### src/rtl/mem_bus_arbiter.sv
// mem_bus_arbiter
// ---------------
// Shares the single off-core memory command port between the instruction
// cache and the data cache.
//
// Arbitration and return routing:
// - Each cycle one requester is granted, combinationally and with zero
//   latency. The dcache has priority.
// - The icache is promoted for one grant once it has lost STARVE_LIMIT times
//   in a row. The promotion survives memory rejections until a load is
//   accepted.
// - Every accepted load records which side owns the memory tag it was given.
//   Returning data for that tag is steered only to the owner.
// - Each side may have at most MAX_OUTSTANDING loads in flight. Further loads
//   from a side at its limit are not eligible for a grant.
//
// Ports:
//   clock, reset                      clock, asynchronous active-high reset
//   icache2arb_command/addr           icache request (loads only)
//   dcache2arb_command/addr/data      dcache request (loads and stores)
//   arb2mem_command/addr/data         granted request forwarded to memory
//   mem2arb_response                  acceptance tag from memory (0 = rejected)
//   mem2arb_data/tag                  returning load data and its tag (0 = none)
//   arb2icache_response/data/tag      icache view of acceptance and returns
//   arb2dcache_response/data/tag      dcache view of acceptance and returns
//   arb_dcache_granted                dcache holds the bus this cycle
//   arb_tag_error                     sticky tag bookkeeping error

`ifndef XLEN
`define XLEN 64
`endif

module mem_bus_arbiter #(
  parameter int STARVE_LIMIT    = 4,
  parameter int MAX_OUTSTANDING = 8,
  parameter int XLEN            = `XLEN
) (
  input  logic            clock,
  input  logic            reset,

  input  logic [1:0]      icache2arb_command,
  input  logic [XLEN-1:0] icache2arb_addr,

  input  logic [1:0]      dcache2arb_command,
  input  logic [XLEN-1:0] dcache2arb_addr,
  input  logic [63:0]     dcache2arb_data,

  output logic [1:0]      arb2mem_command,
  output logic [XLEN-1:0] arb2mem_addr,
  output logic [63:0]     arb2mem_data,

  input  logic [3:0]      mem2arb_response,
  input  logic [63:0]     mem2arb_data,
  input  logic [3:0]      mem2arb_tag,

  output logic [3:0]      arb2icache_response,
  output logic [63:0]     arb2icache_data,
  output logic [3:0]      arb2icache_tag,

  output logic [3:0]      arb2dcache_response,
  output logic [63:0]     arb2dcache_data,
  output logic [3:0]      arb2dcache_tag,

  output logic            arb_dcache_granted,
  output logic            arb_tag_error
);

  localparam logic [1:0] BUS_NONE  = 2'h0;
  localparam logic [1:0] BUS_LOAD  = 2'h1;
  localparam logic [1:0] BUS_STORE = 2'h2;

  localparam int CNT_W = $clog2(MAX_OUTSTANDING + 1);
  localparam int STV_W = $clog2(STARVE_LIMIT + 1);

  localparam logic [CNT_W-1:0] CNT_MAX = CNT_W'(MAX_OUTSTANDING);
  localparam logic [STV_W-1:0] STV_MAX = STV_W'(STARVE_LIMIT);

  typedef enum logic [1:0] {
    GNT_NONE   = 2'd0,
    GNT_ICACHE = 2'd1,
    GNT_DCACHE = 2'd2
  } grant_e;

  // ---------------------------------------------------------------------------
  // State
  // ---------------------------------------------------------------------------
  logic [15:0]      owner_valid_reg, owner_valid_next;
  logic [15:0]      owner_is_d_reg,  owner_is_d_next;
  logic [CNT_W-1:0] i_outst_reg,     i_outst_next;
  logic [CNT_W-1:0] d_outst_reg,     d_outst_next;
  logic [STV_W-1:0] starve_cnt_reg,  starve_cnt_next;
  logic             err_reg,         err_next;

  // ---------------------------------------------------------------------------
  // Eligibility and grant
  // ---------------------------------------------------------------------------
  logic   i_req;
  logic   d_req;
  grant_e grant;

  always_comb begin
    i_req = (icache2arb_command == BUS_LOAD) && (i_outst_reg < CNT_MAX);
    // Stores never occupy a tag, so the load limit does not gate them.
    d_req = (dcache2arb_command != BUS_NONE) &&
            ((dcache2arb_command == BUS_STORE) || (d_outst_reg < CNT_MAX));

    grant = GNT_NONE;
    if (reset) begin
      grant = GNT_NONE;
    end else if (i_req && d_req) begin
      if (starve_cnt_reg == STV_MAX) begin
        grant = GNT_ICACHE;
      end else begin
        grant = GNT_DCACHE;
      end
    end else if (i_req) begin
      grant = GNT_ICACHE;
    end else if (d_req) begin
      grant = GNT_DCACHE;
    end
  end

  // Granted request passes straight through; the bus is quiet otherwise.
  always_comb begin
    arb2mem_command = BUS_NONE;
    arb2mem_addr    = '0;
    arb2mem_data    = '0;
    case (grant)
      GNT_ICACHE: begin
        arb2mem_command = icache2arb_command;
        arb2mem_addr    = icache2arb_addr;
      end
      GNT_DCACHE: begin
        arb2mem_command = dcache2arb_command;
        arb2mem_addr    = dcache2arb_addr;
        arb2mem_data    = dcache2arb_data;
      end
      default: begin
      end
    endcase
  end

  assign arb_dcache_granted  = (grant == GNT_DCACHE);
  assign arb2icache_response = (grant == GNT_ICACHE) ? mem2arb_response : 4'd0;
  assign arb2dcache_response = (grant == GNT_DCACHE) ? mem2arb_response : 4'd0;

  logic accept;
  logic load_accept;

  assign accept      = (grant != GNT_NONE) && (mem2arb_response != 4'd0);
  assign load_accept = accept && (arb2mem_command == BUS_LOAD);

  // ---------------------------------------------------------------------------
  // Return routing
  // ---------------------------------------------------------------------------
  logic ret_present;
  logic ret_hit;
  logic ret_miss;
  logic ret_to_i;
  logic ret_to_d;

  assign ret_present = !reset && (mem2arb_tag != 4'd0);
  assign ret_hit     = ret_present && owner_valid_reg[mem2arb_tag];
  assign ret_miss    = ret_present && !owner_valid_reg[mem2arb_tag];
  assign ret_to_d    = ret_hit && owner_is_d_reg[mem2arb_tag];
  assign ret_to_i    = ret_hit && !owner_is_d_reg[mem2arb_tag];

  assign arb2icache_tag  = ret_to_i ? mem2arb_tag  : 4'd0;
  assign arb2icache_data = ret_to_i ? mem2arb_data : 64'd0;
  assign arb2dcache_tag  = ret_to_d ? mem2arb_tag  : 4'd0;
  assign arb2dcache_data = ret_to_d ? mem2arb_data : 64'd0;

  // ---------------------------------------------------------------------------
  // Tag ownership table
  // ---------------------------------------------------------------------------
  // A return and a new acceptance on the same tag in one cycle resolve as
  // "clear, then set", so set wins over clear on each entry.
  logic [15:0] set_vec;
  logic [15:0] clr_vec;

  genvar gi;
  generate
    for (gi = 0; gi < 16; gi++) begin : g_owner
      assign set_vec[gi]          = load_accept && (mem2arb_response == 4'(gi));
      assign clr_vec[gi]          = ret_hit && (mem2arb_tag == 4'(gi));
      assign owner_valid_next[gi] = set_vec[gi] | (owner_valid_reg[gi] & ~clr_vec[gi]);
      assign owner_is_d_next[gi]  = set_vec[gi] ? (grant == GNT_DCACHE) : owner_is_d_reg[gi];
    end
  endgenerate

  // ---------------------------------------------------------------------------
  // Outstanding-load counters
  // ---------------------------------------------------------------------------
  logic i_inc, i_dec, i_uflow;
  logic d_inc, d_dec, d_uflow;

  assign i_inc = load_accept && (grant == GNT_ICACHE);
  assign d_inc = load_accept && (grant == GNT_DCACHE);
  assign i_dec = ret_to_i;
  assign d_dec = ret_to_d;

  // Simultaneous increment and decrement cancel; a decrement at zero is
  // dropped and reported as an error instead of wrapping.
  always_comb begin
    i_outst_next = i_outst_reg;
    i_uflow      = 1'b0;
    if (i_inc && !i_dec) begin
      i_outst_next = i_outst_reg + 1'b1;
    end else if (!i_inc && i_dec) begin
      if (i_outst_reg == '0) begin
        i_uflow = 1'b1;
      end else begin
        i_outst_next = i_outst_reg - 1'b1;
      end
    end
  end

  always_comb begin
    d_outst_next = d_outst_reg;
    d_uflow      = 1'b0;
    if (d_inc && !d_dec) begin
      d_outst_next = d_outst_reg + 1'b1;
    end else if (!d_inc && d_dec) begin
      if (d_outst_reg == '0) begin
        d_uflow = 1'b1;
      end else begin
        d_outst_next = d_outst_reg - 1'b1;
      end
    end
  end

  // ---------------------------------------------------------------------------
  // Starvation counter
  // ---------------------------------------------------------------------------
  // Counts every cycle the icache wants the bus but does not get a load
  // accepted. A rejected grant does not clear it, so priority is kept.
  logic i_won;

  assign i_won = (grant == GNT_ICACHE) && (mem2arb_response != 4'd0);

  always_comb begin
    starve_cnt_next = '0;
    if (i_req && !i_won) begin
      if (starve_cnt_reg == STV_MAX) begin
        starve_cnt_next = starve_cnt_reg;
      end else begin
        starve_cnt_next = starve_cnt_reg + 1'b1;
      end
    end
  end

  // ---------------------------------------------------------------------------
  // Error flag
  // ---------------------------------------------------------------------------
  // Re-using a tag that is still owned is an error unless that same tag is
  // retiring in this very cycle.
  logic dup_set;

  assign dup_set = load_accept && owner_valid_reg[mem2arb_response] &&
                   !(ret_hit && (mem2arb_tag == mem2arb_response));

  assign err_next      = err_reg | ret_miss | dup_set | i_uflow | d_uflow;
  assign arb_tag_error = err_reg;

  // ---------------------------------------------------------------------------
  // State registers
  // ---------------------------------------------------------------------------
  always_ff @(posedge clock or posedge reset) begin
    if (reset) begin
      owner_valid_reg <= '0;
      owner_is_d_reg  <= '0;
      i_outst_reg     <= '0;
      d_outst_reg     <= '0;
      starve_cnt_reg  <= '0;
      err_reg         <= 1'b0;
    end else begin
      owner_valid_reg <= owner_valid_next;
      owner_is_d_reg  <= owner_is_d_next;
      i_outst_reg     <= i_outst_next;
      d_outst_reg     <= d_outst_next;
      starve_cnt_reg  <= starve_cnt_next;
      err_reg         <= err_next;
    end
  end

endmodule

### config.mk
export PLATFORM = sky130hd
export DESIGN_NAME = mem_bus_arbiter
export DESIGN_NICKNAME = d
export VERILOG_FILES = /design/src/rtl/mem_bus_arbiter.sv
export SDC_FILE = /design/constraint.sdc
export NUM_CORES = 1
export LEC_CHECK = 0
export ABC_CLOCK_PERIOD_IN_PS = 4280
export CAP_MARGIN = 20
export CORE_AREA = 2 2 215 217
export DETAILED_ROUTE_END_ITERATION = 10
export DIE_AREA = 0 0 217 219
export HOLD_SLACK_MARGIN = 0.05
export PLACE_DENSITY_LB_ADDON = 0.05
export REMOVE_ABC_BUFFERS = 1
export SLEW_MARGIN = 30
export SYNTH_ARGS = -nofsm -noshare
export SYNTH_HDL_FRONTEND = slang
export SYNTH_SLANG_ARGS = --single-unit
### constraint.sdc
create_clock -name clock -period 4.28 [get_ports clock]
set_input_delay 0.428 -clock clock [delete_from_list [all_inputs] [get_ports clock]]
set_output_delay 0.428 -clock clock [all_outputs]
set_load 0.05 [all_outputs]
==> flow_metrics.env, run 1 <==
export IMPL_drc=0
export IMPL_final_common_cell="clkdlybuf4s50_1"
export IMPL_syn_instance_count=663
export IMPL_drv_cap=0
export IMPL_fillers=4941
export IMPL_dr_pass1_iters=4
export IMPL_finalHoldViolations=0
export IMPL_criticalPathCategory="in -> out"
export IMPL_rsz0062_at_grt="no"
export IMPL_multi_input_area_um2=3625
export IMPL_worst_slew_pin_slew_ps=824.1
export IMPL_final_cell_mix="clkdlybuf4s50_1 (272), buf_4 (213), and2_1 (205)"
export IMPL_yosys_warnings=0
export IMPL_hold_class="reg -> reg"
export IMPL_clkSlewWorstSetupHoldPaths_ps=70
export IMPL_fin_crit_sh_pct=88.62
export IMPL_synth_async_reset_ratio_pct=100.0
export IMPL_slew_headroom_pct=45.06
export IMPL_cts_resized=0
export IMPL_dp_hpwl_um=31150
export IMPL_yosysUniqueCellTypes=42
export IMPL_ios=546
export IMPL_grt_pass1_vias=6222
export IMPL_layout_drive_gt1_share_pct=29.08
export IMPL_whs_ps=380.3
export IMPL_first_iter_violations=313
export IMPL_globalplace_congestion=0.7686
export IMPL_drtAntennaViolNets=0
export IMPL_synth_seq_cells=44
export IMPL_crit_fanout=68
export IMPL_cp_endpoint="arb2mem_addr[49]"
export IMPL_syn_area_um2=5052
export IMPL_portBuffers=545
export IMPL_r2r_end="d_outst_reg[3]"
export IMPL_power_density_nw_per_um2=180.0
export IMPL_r2r_start="i_outst_reg[3]"
export IMPL_area_delta_synth_final_pct=130.5
export IMPL_h_tree_depth=2
export IMPL_setup_violations=0
export IMPL_die_area_um2=47520
export IMPL_routed_wl_um=37630
export IMPL_wl_per_cell_um=21.15
export IMPL_cts_root_buf="clkbuf_16"
export IMPL_synth_edff_count=0
export IMPL_power_leakage_nw=5.101
export IMPL_crit_path_start_kind="input pin"
export IMPL_cts_hold_buffers_added=0
export IMPL_synth_seq_area_share_pct=21.79
export IMPL_drv_slew=0
export IMPL_fin_skew_ps=9.779
export IMPL_cp_required_ps=3850
export IMPL_seq_area_um2=1101
export IMPL_crit_start="icache2arb_command[0]"
export IMPL_cts_num_sinks=44
export IMPL_initial_core_util_pct=11.21
export IMPL_cts_tree="done"
export IMPL_clock_fmax_mhz=263.6
export IMPL_r2r_slack_ps=680
export IMPL_vdd_ir_drop_max_v=0.0001393
export IMPL_post_cts_setup_buffers=0
export IMPL_rows=78
export IMPL_worstPathArrival_ps=3360
export IMPL_cts_buffer_depth=2
export IMPL_grt_pass1_wl_um=49980
export IMPL_vias=6661
export IMPL_reg2reg_depth=16
export IMPL_status="finished, final reports clean"
export IMPL_coreArea_um2=45090
export IMPL_grt_antenna_before_repair=5
export IMPL_vias_per_cell=3.744
export IMPL_clock_latency_ps=290
export IMPL_die_h_um=219
export IMPL_die_w_um=217
export IMPL_endpoint_kind="primary output"
export IMPL_cts_buffers=5
export IMPL_synth_main_ff_cell="dfrtp_1"
export IMPL_synth_avg_cell_area_um2=7.620
export IMPL_finalCriticalPeriod_ps=3793
export IMPL_nets=1461
export IMPL_grt_max_degree=150
export IMPL_fin_area_um2=11640
export IMPL_track_usage_pct=14.56
export IMPL_overflow=0
export IMPL_place_area_um2=11500
[metrics by stage]
| step | TNS, ps | setup slack [ps] | utilization [%] | power [W] | cells |
|---|---|---|---|---|---|
| 2_1_floorplan | -253620 | -3130 | - | 0.001054 | 602 |
| 3_5_place_dp | 0 | 197.7 | 25.51 | 0.001725 | 1769 |
| 6_report | 0 | 487.0 | 25.83 | 0.002096 | 1779 |
| 5_1_grt | 0 | 268.6 | 25.81 | 0.002203 | 1776 |
| 4_1_cts | 0 | 472.6 | 25.81 | 0.002134 | 1776 |
| 3_3_place_gp | 0 | 162.9 | 25.51 | 0.001732 | 1769 |
[Yosys cell counts (all sizes together), types with 2 or more instances]
library cell	count	area [um2]
dfrtp	44	1101
buf	23	148.9
nor2	83	316.6
o21bai	2	15.01
a22oi	67	503.0
xor2	5	43.79
xnor2	7	61.31
nand4	6	37.54
nor3b	3	22.52
nand3b	3	22.52
nand4b	3	26.28
a21oi	8	40.04
o211ai	3	22.52
and3b	2	17.52
inv	16	60.06
nand3	14	70.07
nand2	33	123.9
nor3	7	35.03
o21ai	19	95.09
clkbuf	38	142.6
mux2	20	225.2
nand2b	5	31.28
and2	205	1282
nor2b	4	25.02
mux2i	5	50.05
mux4	11	247.7
or4	2	15.01
or3b	2	17.52
ha	15	187.7
[worst min-delay path by stage]
stage | cells after the start | end | slack (ps) | start
after floorplan | 0 | owner_is_d_reg[0] | 350 | owner_is_d_reg[0]
after detailed placement | 0 | owner_is_d_reg[0] | 370 | owner_is_d_reg[0]
after CTS | 0 | owner_is_d_reg[0] | 390 | owner_is_d_reg[0]
final | 0 | owner_is_d_reg[0] | 380 | owner_is_d_reg[0]
after global placement | 0 | owner_is_d_reg[0] | 370 | owner_is_d_reg[0]
after global routing | 0 | owner_is_d_reg[0] | 390 | owner_is_d_reg[0]
[where the power goes]
group	leakage (nW)	internal, W	switching [W]
clock	0.0657	0.000213	0.000180
sequential	0.600	0.000447	0.0000328
combinational	4.44	0.000579	0.000644
[routing by layer]
layer  up-vias  track usage (%)  part of all wire, %  routed length (um)
met5         -                0                 0.13                  49
met4         8            2.215                  1.1                 402
met3        26            3.701                  6.4                2414
met2       223            27.82                   55               20550
met1      3138            16.41                   38               14210
li1       3266                -                    -                   -
[layout make-up]
type / count / area share (%)
inverters: 16 / 0.5157
well taps: 600 / 6.447
clock inverters: 2 / 0.1074
clock buffers: 5 / 1.074
diodes: 3 / 0.06447
flip-flops and latches: 44 / 9.455
repair buffers: 567 / 51.21
multi-input cells: 542 / 31.13
[kinds of logic after synthesis]
| logic type | after synthesis | synth area share, % |
|---|---|---|
| compound gates | 104 | 14.24 |
| flops | 44 | 21.79 |
| mux | 36 | 10.35 |
| xor+xnor | 12 | 2.080 |
| buf+inv | 77 | 6.959 |
| simple gates | 375 | 40.86 |
| fa+ha+maj | 15 | 3.715 |
[worst max-delay path, stage by stage]
cell	delay (ps)
clkdlybuf4s50_1	490
or3b_2	480
o21ai_0	230
buf_4	160
ha_2	220
buf_4	620
a22oi_1	250
nor2_1	250
buf_12	170
(Power assumes the default switching activity.)
==> run 2, diff against run 1 <==
Settings changed: CORE_AREA 2 2 215 217 to 4 4 211 213, DIE_AREA 0 0 217 219 to 0 0 215 217, SETUP_SLACK_MARGIN set to 0.05.
==> flow_metrics.env, run 2 (synthesized netlist as in run 1, its figures left out) <==
export IMPL_portBuffers=545
export IMPL_endpoint_kind="primary output"
export IMPL_cts_hold_buffers_added=0
export IMPL_clock_latency_ps=290
export IMPL_drv_cap=0
export IMPL_pre_cts_slack_ps=159.4
export IMPL_rows=76
export IMPL_vias=6650
export IMPL_switching_share_pct=39.03
export IMPL_share_seq_of_total_power_pct=21.4
export IMPL_drtAntennaViolNets=0
export IMPL_slew_headroom_pct=47.58
export IMPL_track_usage_pct=15.54
export IMPL_grt_pass1_wl_um=53610
export IMPL_overflow=0
export IMPL_finalNonFillerCells=1726
export IMPL_dr_pass1_iters=5
export IMPL_first_iter_violations=275
export IMPL_routed_wl_um=38880
export IMPL_cp_required_ps=3850
export IMPL_setup_violations=0
export IMPL_final_cell_mix="clkdlybuf4s50_1 (271), and2_1 (205), buf_4 (160)"
export IMPL_wl_per_cell_um=22.52
export IMPL_cts_buffers=5
export IMPL_fin_ws_ps=351.2
export IMPL_power_density_nw_per_um2=181.5
export IMPL_fin_skew_ps=5.608
export IMPL_finalCriticalPeriod_ps=3929
export IMPL_internal_power_w=0.001363
export IMPL_drv_slew=0
export IMPL_power_leakage_nw=5.293
export IMPL_clkSlewWorstSetupHoldPaths_ps=70
export IMPL_p_sw_w=0.0008726
export IMPL_h_tree_depth=2
export IMPL_rsz0062_at_grt="no"
export IMPL_coreArea_um2=42700
export IMPL_area_delta_synth_final_pct=143.8
export IMPL_status="finished, final reports clean"
export IMPL_worstPathArrival_ps=3500
export IMPL_cts_tree="done"
export IMPL_fillers=4525
export IMPL_cts_resized=0
export IMPL_cp_endpoint="arb2mem_addr[8]"
export IMPL_crit_fanout=36
export IMPL_cts_buffer_depth=2
export IMPL_place_inst=1717
export IMPL_drc=0
export IMPL_layout_drive_gt1_share_pct=29.35
export IMPL_finalHoldViolations=0
export IMPL_seq_area_um2=1101
export IMPL_vias_per_cell=3.853
export IMPL_worst_slew_pin_slew_ps=786.2
export IMPL_vdd_ir_drop_max_v=0.0001951
export IMPL_r2r_start="i_outst_reg[3]"
export IMPL_final_common_cell="clkdlybuf4s50_1"
export IMPL_die_h_um=217
export IMPL_cts_num_sinks=44
export IMPL_fin_crit_sh_pct=91.79
export IMPL_hold_class="reg -> reg"
export IMPL_pwr_share_clk_pct=20.7
export IMPL_grt_antenna_before_repair=6
export IMPL_die_w_um=215
export IMPL_initial_core_util_pct=11.83
export IMPL_reg2reg_depth=16
export IMPL_nets=1463
export IMPL_comb_power_share_pct=57.9
export IMPL_criticalPathCategory="in -> out"
export IMPL_clock_fmax_mhz=254.5
export IMPL_ios=546
export IMPL_die_area_um2=46660
export IMPL_r2r_end="d_outst_reg[3]"
export IMPL_crit_start="icache2arb_command[0]"
export IMPL_grt_max_degree=141
export IMPL_multi_input_area_um2=3625
export IMPL_globalplace_congestion=0.7961
export IMPL_post_cts_setup_buffers=0
export IMPL_cts_root_buf="clkbuf_16"
export IMPL_r2r_slack_ps=640
export IMPL_grt_pass1_vias=6651
export IMPL_dp_hpwl_um=32740
export IMPL_crit_path_start_kind="input pin"
-- run 2: worst min-delay path by stage --
stage,startpoint,end,slack [ps],cells past startpoint
2_1_floorplan,owner_is_d_reg[0],owner_is_d_reg[0],350,0
5_1_grt,owner_is_d_reg[0],owner_is_d_reg[0],410,0
3_3_place_gp,owner_is_d_reg[0],owner_is_d_reg[0],360,0
3_5_place_dp,owner_is_d_reg[0],owner_is_d_reg[0],370,0
6_report,owner_is_d_reg[0],owner_is_d_reg[0],380,0
4_1_cts,owner_is_d_reg[0],owner_is_d_reg[0],390,0
-- run 2: layer usage --
metal  global-route usage, %  vias up  share of wire, %  wire (um)
li1                        -     3264                 -          -
met1                   17.34     3133                38      14750
met2                   30.39      223                55      21390
met3                   4.426       20               6.4       2483
met4                   1.267       10              0.46        178
met5                       0        -              0.19         72
-- run 2: stage by stage --
step / instance area, um2 / hold slack, ps / TNS [ps] / utilization [%] / power [W]
after CTS: 12320 / 385.8 / 0 / 28.85 / 0.002273
after detailed placement: 12150 / 366.7 / 0 / 28.45 / 0.001797
after global routing: 12320 / 413.3 / 0 / 28.85 / 0.002352
after floorplan: 4761 / 349.4 / -253620 / - / 0.001054
final: 12320 / 381.6 / 0 / 28.85 / 0.002235
after global placement: 12150 / 363.3 / 0 / 28.45 / 0.001800
-- run 2: power by group through the flow --
stage | logic, W | registers (W) | clock network (W)
after floorplan | 0.000579 | 0.000475 | 0
after global placement | 0.00131 | 0.000487 | 0
after detailed placement | 0.00131 | 0.000487 | 0
after CTS | 0.00131 | 0.000479 | 0.000480
after global routing | 0.00137 | 0.000484 | 0.000503
final | 0.00129 | 0.000478 | 0.000463
-- run 2: worst max-delay path, stage by stage --
cell	delay, ps
clkdlybuf4s50_1	480
or3b_2	480
o21ai_0	340
ha_2	260
buf_4	390
buf_4	490
a22oi_1	150
nor2_1	270
buf_12	180
-- run 2: final cells by class --
cell class	instances	share of cell area, %
diodes	1	0.02031
clock buffers	5	1.016
clock inverters	3	0.3758
inverters	16	0.4875
multi-input cells	542	29.42
flip-flops and latches	44	8.938
well taps	546	5.545
repair buffers	569	54.19
